### config.mk
export PLATFORM = sky130hd
export DESIGN_NAME = gpmc_csr_bank_flat
export DESIGN_NICKNAME = d
export VERILOG_FILES = /design/src/rtl/gpmc_csr_bank_pkg.sv /design/src/rtl/gpmc_csr_bank_if.sv /design/src/rtl/gpmc_csr_bank_event_latch.sv /design/src/rtl/gpmc_csr_bank.sv /design/src/flat_wrapper.sv
export SDC_FILE = /design/constraint.sdc
export NUM_CORES = 1
export LEC_CHECK = 0
export ABC_CLOCK_PERIOD_IN_PS = 2000
export CORE_MARGIN = 1.5
export CORE_UTILIZATION = 49
export CTS_BUF_LIST = sky130_fd_sc_hd__clkbuf_4
export DETAILED_ROUTE_END_ITERATION = 10
export PLACE_DENSITY = 0.76
export SKIP_CTS_REPAIR_TIMING = 1
export SYNTH_ARGS = -nofsm -noshare
export SYNTH_HDL_FRONTEND = slang
export SYNTH_SLANG_ARGS = --single-unit
### constraint.sdc
create_clock -name clk -period 2 [get_ports clk]
set_clock_uncertainty 0.05 [all_clocks]
set_input_delay 0.4 -clock clk [delete_from_list [all_inputs] [get_ports clk]]
set_output_delay 0.4 -clock clk [all_outputs]
set_load 0.01 [all_outputs]
### src/rtl/gpmc_csr_bank_pkg.sv
`default_nettype none
// ============================================================================
// Module      : csr_pkg
// Description : Register map offsets, ID default and decode helper for the
//               GPMC CSR bank.
// Revision    : 1.0
// ============================================================================
package csr_pkg;

  localparam logic [15:0] c_ID_DEFAULT = 16'hC10D;
  localparam logic [15:0] c_CNT_MAX    = 16'hFFFF;

  // Byte offsets from BASE_ADDR (bit 0 always cleared before decode)
  localparam logic [5:0] c_OFS_ID      = 6'h00;
  localparam logic [5:0] c_OFS_STATUS  = 6'h02;
  localparam logic [5:0] c_OFS_CLEAR   = 6'h04;
  localparam logic [5:0] c_OFS_CONTROL = 6'h06;
  localparam logic [5:0] c_OFS_PULSE   = 6'h08;
  localparam logic [5:0] c_OFS_SCRATCH = 6'h10;
  localparam logic [5:0] c_OFS_EVCNT   = 6'h20;

  typedef enum logic [2:0] {
    SEL_NONE    = 3'd0,
    SEL_ID      = 3'd1,
    SEL_STATUS  = 3'd2,
    SEL_CLEAR   = 3'd3,
    SEL_CONTROL = 3'd4,
    SEL_PULSE   = 3'd5,
    SEL_SCRATCH = 3'd6,
    SEL_EVCNT   = 3'd7
  } csr_sel_e;

  function automatic csr_sel_e csr_decode(input logic [5:0] ofs);
    csr_sel_e sel;
    sel = SEL_NONE;
    if (ofs[5]) begin
      sel = SEL_EVCNT;
    end else if (ofs[4]) begin
      sel = SEL_SCRATCH;
    end else begin
      case (ofs)
        c_OFS_ID:      sel = SEL_ID;
        c_OFS_STATUS:  sel = SEL_STATUS;
        c_OFS_CLEAR:   sel = SEL_CLEAR;
        c_OFS_CONTROL: sel = SEL_CONTROL;
        c_OFS_PULSE:   sel = SEL_PULSE;
        default:       sel = SEL_NONE;
      endcase
    end
    return sel;
  endfunction

endpackage
`default_nettype wire

### src/rtl/gpmc_csr_bank_if.sv
`default_nettype none
// ============================================================================
// Module      : gpmc_csr_bank_if
// Description : GPMC register bus, event inputs and control outputs.
// Revision    : 1.0
// ============================================================================
interface gpmc_csr_bank_if #(
  parameter int ADDR_WIDTH = 16,
  parameter int DATA_WIDTH = 16,
  parameter int NUM_EVENTS = 8
);

  logic                  address_valid;
  logic [ADDR_WIDTH-1:0] address;
  logic                  wr_en;
  logic [DATA_WIDTH-1:0] wr_data;
  logic [DATA_WIDTH-1:0] rd_data;
  logic [NUM_EVENTS-1:0] events;
  logic [DATA_WIDTH-1:0] ctrl;
  logic [DATA_WIDTH-1:0] ctrl_pulse;

  modport master (
    output address_valid, address, wr_en, wr_data, events,
    input  rd_data, ctrl, ctrl_pulse
  );

  modport slave (
    input  address_valid, address, wr_en, wr_data, events,
    output rd_data, ctrl, ctrl_pulse
  );

endinterface
`default_nettype wire

### src/rtl/gpmc_csr_bank_event_latch.sv
`default_nettype none
// ============================================================================
// Module      : csr_event_latch
// Description : Sticky status bit for one event, plus an optional 16-bit
//               saturating counter when CSR_EVENT_CNT_EN is defined.
// Revision    : 1.0
// ============================================================================
module csr_event_latch
  import csr_pkg::*;
(
  input  wire logic        clk,
  input  wire logic        reset,
  input  wire logic        i_event,
  input  wire logic        i_clear,
  output logic             o_sticky
`ifdef CSR_EVENT_CNT_EN
  ,
  output logic [15:0]      o_count
`endif
);

  logic r_sticky;

  // Set has priority so an event coincident with a clear is never lost
  always_ff @(posedge clk) begin
    if (reset) begin
      r_sticky <= 1'b0;
    end else if (i_event) begin
      r_sticky <= 1'b1;
    end else if (i_clear) begin
      r_sticky <= 1'b0;
    end
  end

  assign o_sticky = r_sticky;

`ifdef CSR_EVENT_CNT_EN
  logic [15:0] r_count;

  always_ff @(posedge clk) begin
    if (reset) begin
      r_count <= '0;
    end else if (i_clear) begin
      r_count <= {15'd0, i_event};
    end else if (i_event && (r_count != c_CNT_MAX)) begin
      r_count <= r_count + 16'd1;
    end
  end

  assign o_count = r_count;
`endif

endmodule
`default_nettype wire

### src/rtl/gpmc_csr_bank.sv
`default_nettype none
// ============================================================================
// Module      : gpmc_csr_bank
// Description : GPMC-attached CSR bank: ID, sticky STATUS/CLEAR, CONTROL,
//               PULSE and scratch registers; per-event counters are built
//               only when CSR_EVENT_CNT_EN is defined.
// Revision    : 1.0
// ============================================================================
module gpmc_csr_bank
  import csr_pkg::*;
#(
  parameter int                    ADDR_WIDTH  = 16,
  parameter int                    DATA_WIDTH  = 16,
  parameter logic [ADDR_WIDTH-1:0] BASE_ADDR   = '0,
  parameter logic [15:0]           ID_VALUE    = c_ID_DEFAULT,
  parameter int                    NUM_SCRATCH = 4,
  parameter int                    NUM_EVENTS  = 8
) (
  input wire logic       clk,
  input wire logic       reset,
  gpmc_csr_bank_if.slave bus
);

  logic [ADDR_WIDTH-1:0] w_offset_full;
  logic                  w_hit;
  logic [5:0]            w_ofs;
  logic                  w_unused_ofs_lsb;
  csr_sel_e              w_sel;
  logic                  w_wr;
  logic [NUM_EVENTS-1:0] w_clear;
  logic [NUM_EVENTS-1:0] w_status;
  logic [DATA_WIDTH-1:0] w_status_ext;
  logic [DATA_WIDTH-1:0] w_rd_next;
`ifdef CSR_EVENT_CNT_EN
  logic [15:0]           w_evcnt [NUM_EVENTS];
`endif

  logic [DATA_WIDTH-1:0] r_rd_data;
  logic [DATA_WIDTH-1:0] r_ctrl;
  logic [DATA_WIDTH-1:0] r_pulse;
  logic [DATA_WIDTH-1:0] r_scratch [NUM_SCRATCH];

  // Unsigned subtraction wraps addresses below the base out of range too
  assign w_offset_full    = bus.address - {BASE_ADDR[ADDR_WIDTH-1:1], 1'b0};
  assign w_hit            = (w_offset_full[ADDR_WIDTH-1:6] == '0);
  assign w_ofs            = {w_offset_full[5:1], 1'b0};
  assign w_unused_ofs_lsb = w_offset_full[0];
  assign w_sel            = w_hit ? csr_decode(w_ofs) : SEL_NONE;
  assign w_wr             = bus.wr_en & ~reset;

  assign w_clear      = (w_wr && (w_sel == SEL_CLEAR)) ? bus.wr_data[NUM_EVENTS-1:0] : '0;
  assign w_status_ext = DATA_WIDTH'(w_status);

  for (genvar gi = 0; gi < NUM_EVENTS; gi++) begin : g_event
    csr_event_latch u_latch (
      .clk      (clk),
      .reset    (reset),
      .i_event  (bus.events[gi]),
      .i_clear  (w_clear[gi]),
      .o_sticky (w_status[gi])
`ifdef CSR_EVENT_CNT_EN
      ,
      .o_count  (w_evcnt[gi])
`endif
    );
  end

  always_ff @(posedge clk) begin
    if (reset) begin
      r_ctrl    <= '0;
      r_pulse   <= '0;
      r_rd_data <= '0;
    end else begin
      r_pulse   <= (w_wr && (w_sel == SEL_PULSE)) ? bus.wr_data : '0;
      r_rd_data <= bus.address_valid ? w_rd_next : '0;
      if (w_wr && (w_sel == SEL_CONTROL)) begin
        r_ctrl <= bus.wr_data;
      end
    end
  end

  always_ff @(posedge clk) begin
    for (int k = 0; k < NUM_SCRATCH; k++) begin
      if (reset) begin
        r_scratch[k] <= '0;
      end else if (w_wr && (w_sel == SEL_SCRATCH) && (int'(w_ofs[3:1]) == k)) begin
        r_scratch[k] <= bus.wr_data;
      end
    end
  end

  // Indices beyond the implemented scratch/counter count fall through to 0
  always_comb begin
    w_rd_next = '0;
    case (w_sel)
      SEL_ID:      w_rd_next = DATA_WIDTH'(ID_VALUE);
      SEL_STATUS:  w_rd_next = w_status_ext;
      SEL_CONTROL: w_rd_next = r_ctrl;
      SEL_SCRATCH: begin
        for (int k = 0; k < NUM_SCRATCH; k++) begin
          if (int'(w_ofs[3:1]) == k) begin
            w_rd_next = r_scratch[k];
          end
        end
      end
`ifdef CSR_EVENT_CNT_EN
      SEL_EVCNT: begin
        for (int k = 0; k < NUM_EVENTS; k++) begin
          if (int'(w_ofs[4:1]) == k) begin
            w_rd_next = DATA_WIDTH'(w_evcnt[k]);
          end
        end
      end
`endif
      default:     w_rd_next = '0;
    endcase
  end

  assign bus.rd_data    = r_rd_data;
  assign bus.ctrl       = r_ctrl;
  assign bus.ctrl_pulse = r_pulse;

endmodule
`default_nettype wire

### src/flat_wrapper.sv
// flat-port wrapper written by rule: the top's interface ports become plain ports
module gpmc_csr_bank_flat import csr_pkg::*;
#(
  parameter int                    ADDR_WIDTH  = 16,
  parameter int                    DATA_WIDTH  = 16,
  parameter logic [ADDR_WIDTH-1:0] BASE_ADDR   = '0,
  parameter logic [15:0]           ID_VALUE    = c_ID_DEFAULT,
  parameter int                    NUM_SCRATCH = 4,
  parameter int                    NUM_EVENTS  = 8
)
  (clk, reset, bus_address_valid, bus_address, bus_wr_en, bus_wr_data, bus_events, bus_rd_data, bus_ctrl, bus_ctrl_pulse);
  gpmc_csr_bank_if #(.ADDR_WIDTH(ADDR_WIDTH), .DATA_WIDTH(DATA_WIDTH), .NUM_EVENTS(NUM_EVENTS)) bus_i ();
  input wire logic clk;
  input wire logic reset;
  input wire logic [$bits(bus_i.address_valid)-1:0] bus_address_valid;
  input wire logic [$bits(bus_i.address)-1:0] bus_address;
  input wire logic [$bits(bus_i.wr_en)-1:0] bus_wr_en;
  input wire logic [$bits(bus_i.wr_data)-1:0] bus_wr_data;
  input wire logic [$bits(bus_i.events)-1:0] bus_events;
  output wire logic [$bits(bus_i.rd_data)-1:0] bus_rd_data;
  output wire logic [$bits(bus_i.ctrl)-1:0] bus_ctrl;
  output wire logic [$bits(bus_i.ctrl_pulse)-1:0] bus_ctrl_pulse;
  assign bus_i.address_valid = bus_address_valid;
  assign bus_i.address = bus_address;
  assign bus_i.wr_en = bus_wr_en;
  assign bus_i.wr_data = bus_wr_data;
  assign bus_i.events = bus_events;
  assign bus_rd_data = bus_i.rd_data;
  assign bus_ctrl = bus_i.ctrl;
  assign bus_ctrl_pulse = bus_i.ctrl_pulse;
  gpmc_csr_bank #(.ADDR_WIDTH(ADDR_WIDTH), .DATA_WIDTH(DATA_WIDTH), .BASE_ADDR(BASE_ADDR), .ID_VALUE(ID_VALUE), .NUM_SCRATCH(NUM_SCRATCH), .NUM_EVENTS(NUM_EVENTS)) u_core (.clk(clk), .reset(reset), .bus(bus_i));
endmodule
==> run metrics, run 1 <==
status=finished, final reports clean; Worst-path clk slew=roughly 0.1 ns; Seq pwr share=a little under three fifths; Inserted Clock Buffers=17; final critical-path share of the clock period=96.9%; WL per Instance=about 19 microns; Initial Util=51.2%; Mapped Avg Cell Area=12.6 sq um; via/cell ratio=5.63; number of enable flip-flop cells after synthesis=64; Clock Latency Late Sink=around 0.54 ns; Finish-stage setup viols=0; DR iter-0 viols=278; CTS Sinks=120; DRC=0; post-layout net count=573; Detail Route Antenna Nets=0; Slew @ Worst Pin=0.354 ns; final WL=13.0 mm; number of global-route vias before repair=3817; Syn Inst Count=404; # rows=36; Root Driver=clkbuf_4; IO Port Bufs=90; height of the die=105 microns; peak supply drop=441 uV; TritonCTS clock tree=built; max-slew violation count=0; combinational power share=under 10%; switching power=~0.0011 W; initial antenna violation count=0; Post-synth ARST share=0%; Yosys reg bits=120; power share of the clock group=36.2%; Slew headroom=76.2%; Placed Cells=642; synth unique cells=37; Layout Utilization=67.2%; vias=3800; filler cell count=a little over 700; Sw Share=22.4%; die area=~11000 sq um; CP Capture Type=flop; yosys warns=0; fin crit period=1.94 ns; fmax=between 500 and 600 MHz; io pins=between 90 and 100; DP HPWL=9.01 mm; diode count=0; TritonRoute pass-1 iters=5; GPL Wtd Cong=0.835; GRT Util Overall=24.2%; largest net degree at the start of global routing=30; Leakage=2.38 nW; critical path class=in2reg; first-pass GRT wire length=19.9 mm; # H-tree levels=4; Die Wd=105 microns; Worst setup SP type=input port; Mapped Nets=448; worst hold path type=in2reg; WP data required=between 2 and 2.5 ns; Fin. Hold Viols=0; deepest clock path buffer count=2; Worst Path Arrival=2.11 ns; Most used DFF post-synth=edfxtp_1; synthesized cell area=5070 sq um; register area share after synthesis=60.0%; Finished Layout Cells=about 680; Area growth, synth to finish=31.4%; Core ar.=9910 sq um; maxcap violations=0; share of post-route cells with drive strength above 1=21.2%; R2R Setup Slk=a little over 0.4 ns; GRT overflow=0; P_int=0.00372 W; Cell Pwr Density=720 nW/um^2; crit-path max FO=16
area by class of cell:
| cell class | instances | area, sq um | share of cell area [%] |
|---|---|---|---|
| Sequential cell | 120 | 3050 | 45.8 |
| Clock buffer | 19 | 143 | 2.14 |
| Timing Repair Buffer | 131 | 1240 | 18.6 |
| Inverter | 9 | 33.8 | 0.507 |
| Clock inverter | 13 | 138 | 2.07 |
| Tap cell | 133 | 166 | 2.50 |
| Multi-Input combinational cell | 250 | 1890 | 28.4 |
power by group through the flow:
stage,clock (W),combinational [W],sequential [W]
detailed placement,0,0.000367,0.00274
CTS,0.00176,0.000370,0.00269
global route,0.00185,0.000396,0.00269
finish,0.00174,0.000374,0.00269
global placement,0,0.000361,0.00274
floorplan,0,0.000170,0.00273
registers in the layout, summed over array words and instances (netlist names):
signal and count:
u_core.r_scratch 64, u_core.bus.rd_data 16, u_core.bus.ctrl_pulse 16, u_core.g_event.u_latch.o_sticky 8, u_core.bus.ctrl 16
worst max-delay path, stage by stage:
cell and delay, ns:
clkdlybuf4s50_1 0.45, nor4_4 0.38, nand4_4 0.25, nor4_4 0.30, or2_4 0.33
stage by stage:
stage | power, W | TNS (ns) | worst slack, ns | instance area (sq um) | hold slack, ns
after detailed placement | 0.00311 | -66.67 | -0.493 | 6360 | 0.431
after global placement | 0.00310 | -54.26 | -0.409 | 6360 | 0.425
final | 0.00480 | 0 | 0.0625 | 6660 | 0.412
after global routing | 0.00494 | -0.00151 | -0.000564 | 6660 | 0.393
after floorplan | 0.00290 | -0.969 | -0.0490 | 5080 | 0.413
after CTS | 0.00482 | -0.0578 | -0.0309 | 6640 | 0.385
routing by layer:
metal | part of all wire [%] | track usage, % | routed length, microns | vias to the layer above
met4 | 2.2 | 9.00 | 289 | 0
met1 | 39 | 29.8 | 5050 | 1810
met5 | 0 | 0 | 0 | -
met3 | 9.8 | 7.99 | 1270 | 28
met2 | 49 | 39.7 | 6400 | 223
li1 | - | - | - | 1739
cell usage in the layout (no fill, tap or decap), drive strengths merged, types with 4 or more instances in the layout:
| master | n |
|---|---|
| and2 | 72 |
| nand2 | 5 |
| inv | 9 |
| clkinv | 9 |
| nor4 | 20 |
| nand3 | 19 |
| nor3 | 12 |
| nor4b | 4 |
| dfxtp | 56 |
| nor2 | 20 |
| or2 | 11 |
| a222oi | 5 |
| mux4 | 16 |
| clkbuf | 19 |
| nand2b | 20 |
| clkdlybuf4s50 | 88 |
| buf | 41 |
| a32oi | 5 |
| o21ai | 17 |
| edfxtp | 64 |
logic make-up (layout without fill, tap and decap cells):
kind of cell | count (synthesis) | after routing | share of synthesized area [%]
buf+inv | 35 | 172 | 3.23
mux | 16 | 16 | 7.10
simple gates | 197 | 198 | 25.0
compound gates | 36 | 36 | 4.71
flops | 120 | 120 | 60.0
synth_stat cells, types with 3 or more instances:
master,instances,share of area (%)
buf_1,4,0.30
o21ai_0,17,1.7
nand2_1,5,0.37
a222oi_1,5,0.99
nor4_4,4,1.7
dfxtp_1,56,22
a32oi_1,5,0.86
a31oi_1,3,0.37
nand2b_1,20,2.5
o22ai_1,3,0.37
nor2b_1,3,0.37
edfxtp_1,64,38
buf_2,9,0.89
a22oi_1,3,0.44
nor4_1,16,2.0
or2_2,10,1.2
nor3_1,12,1.2
and2_1,72,8.9
nor2_1,20,1.5
and4_2,3,0.59
nor4b_1,3,0.52
clkbuf_1,8,0.59
inv_1,9,0.67
mux4_2,16,7.1
nand3_1,19,1.9
path summary, 6_finish.rpt:
check / startpoint / endpoint / depth (start not counted)
worst min-delay path: bus_events[2] / u_core.g_event[2].u_latch.o_sticky / 3
worst max-delay path: bus_address[7] / u_core.r_scratch[0][15] / 5
worst max register to register: u_core.r_scratch[3][11] / u_core.bus.rd_data[11] / 4
worst min register to register: u_core.g_event[2].u_latch.o_sticky / u_core.g_event[2].u_latch.o_sticky / 2
(Power assumes the default switching activity.)
==> inputs of run 2 (changes only) <==
CAP_MARGIN = 10   (was default)
==> results of run 2 <==
No change in the layout: final DEF, timing and power equal those of run 1.
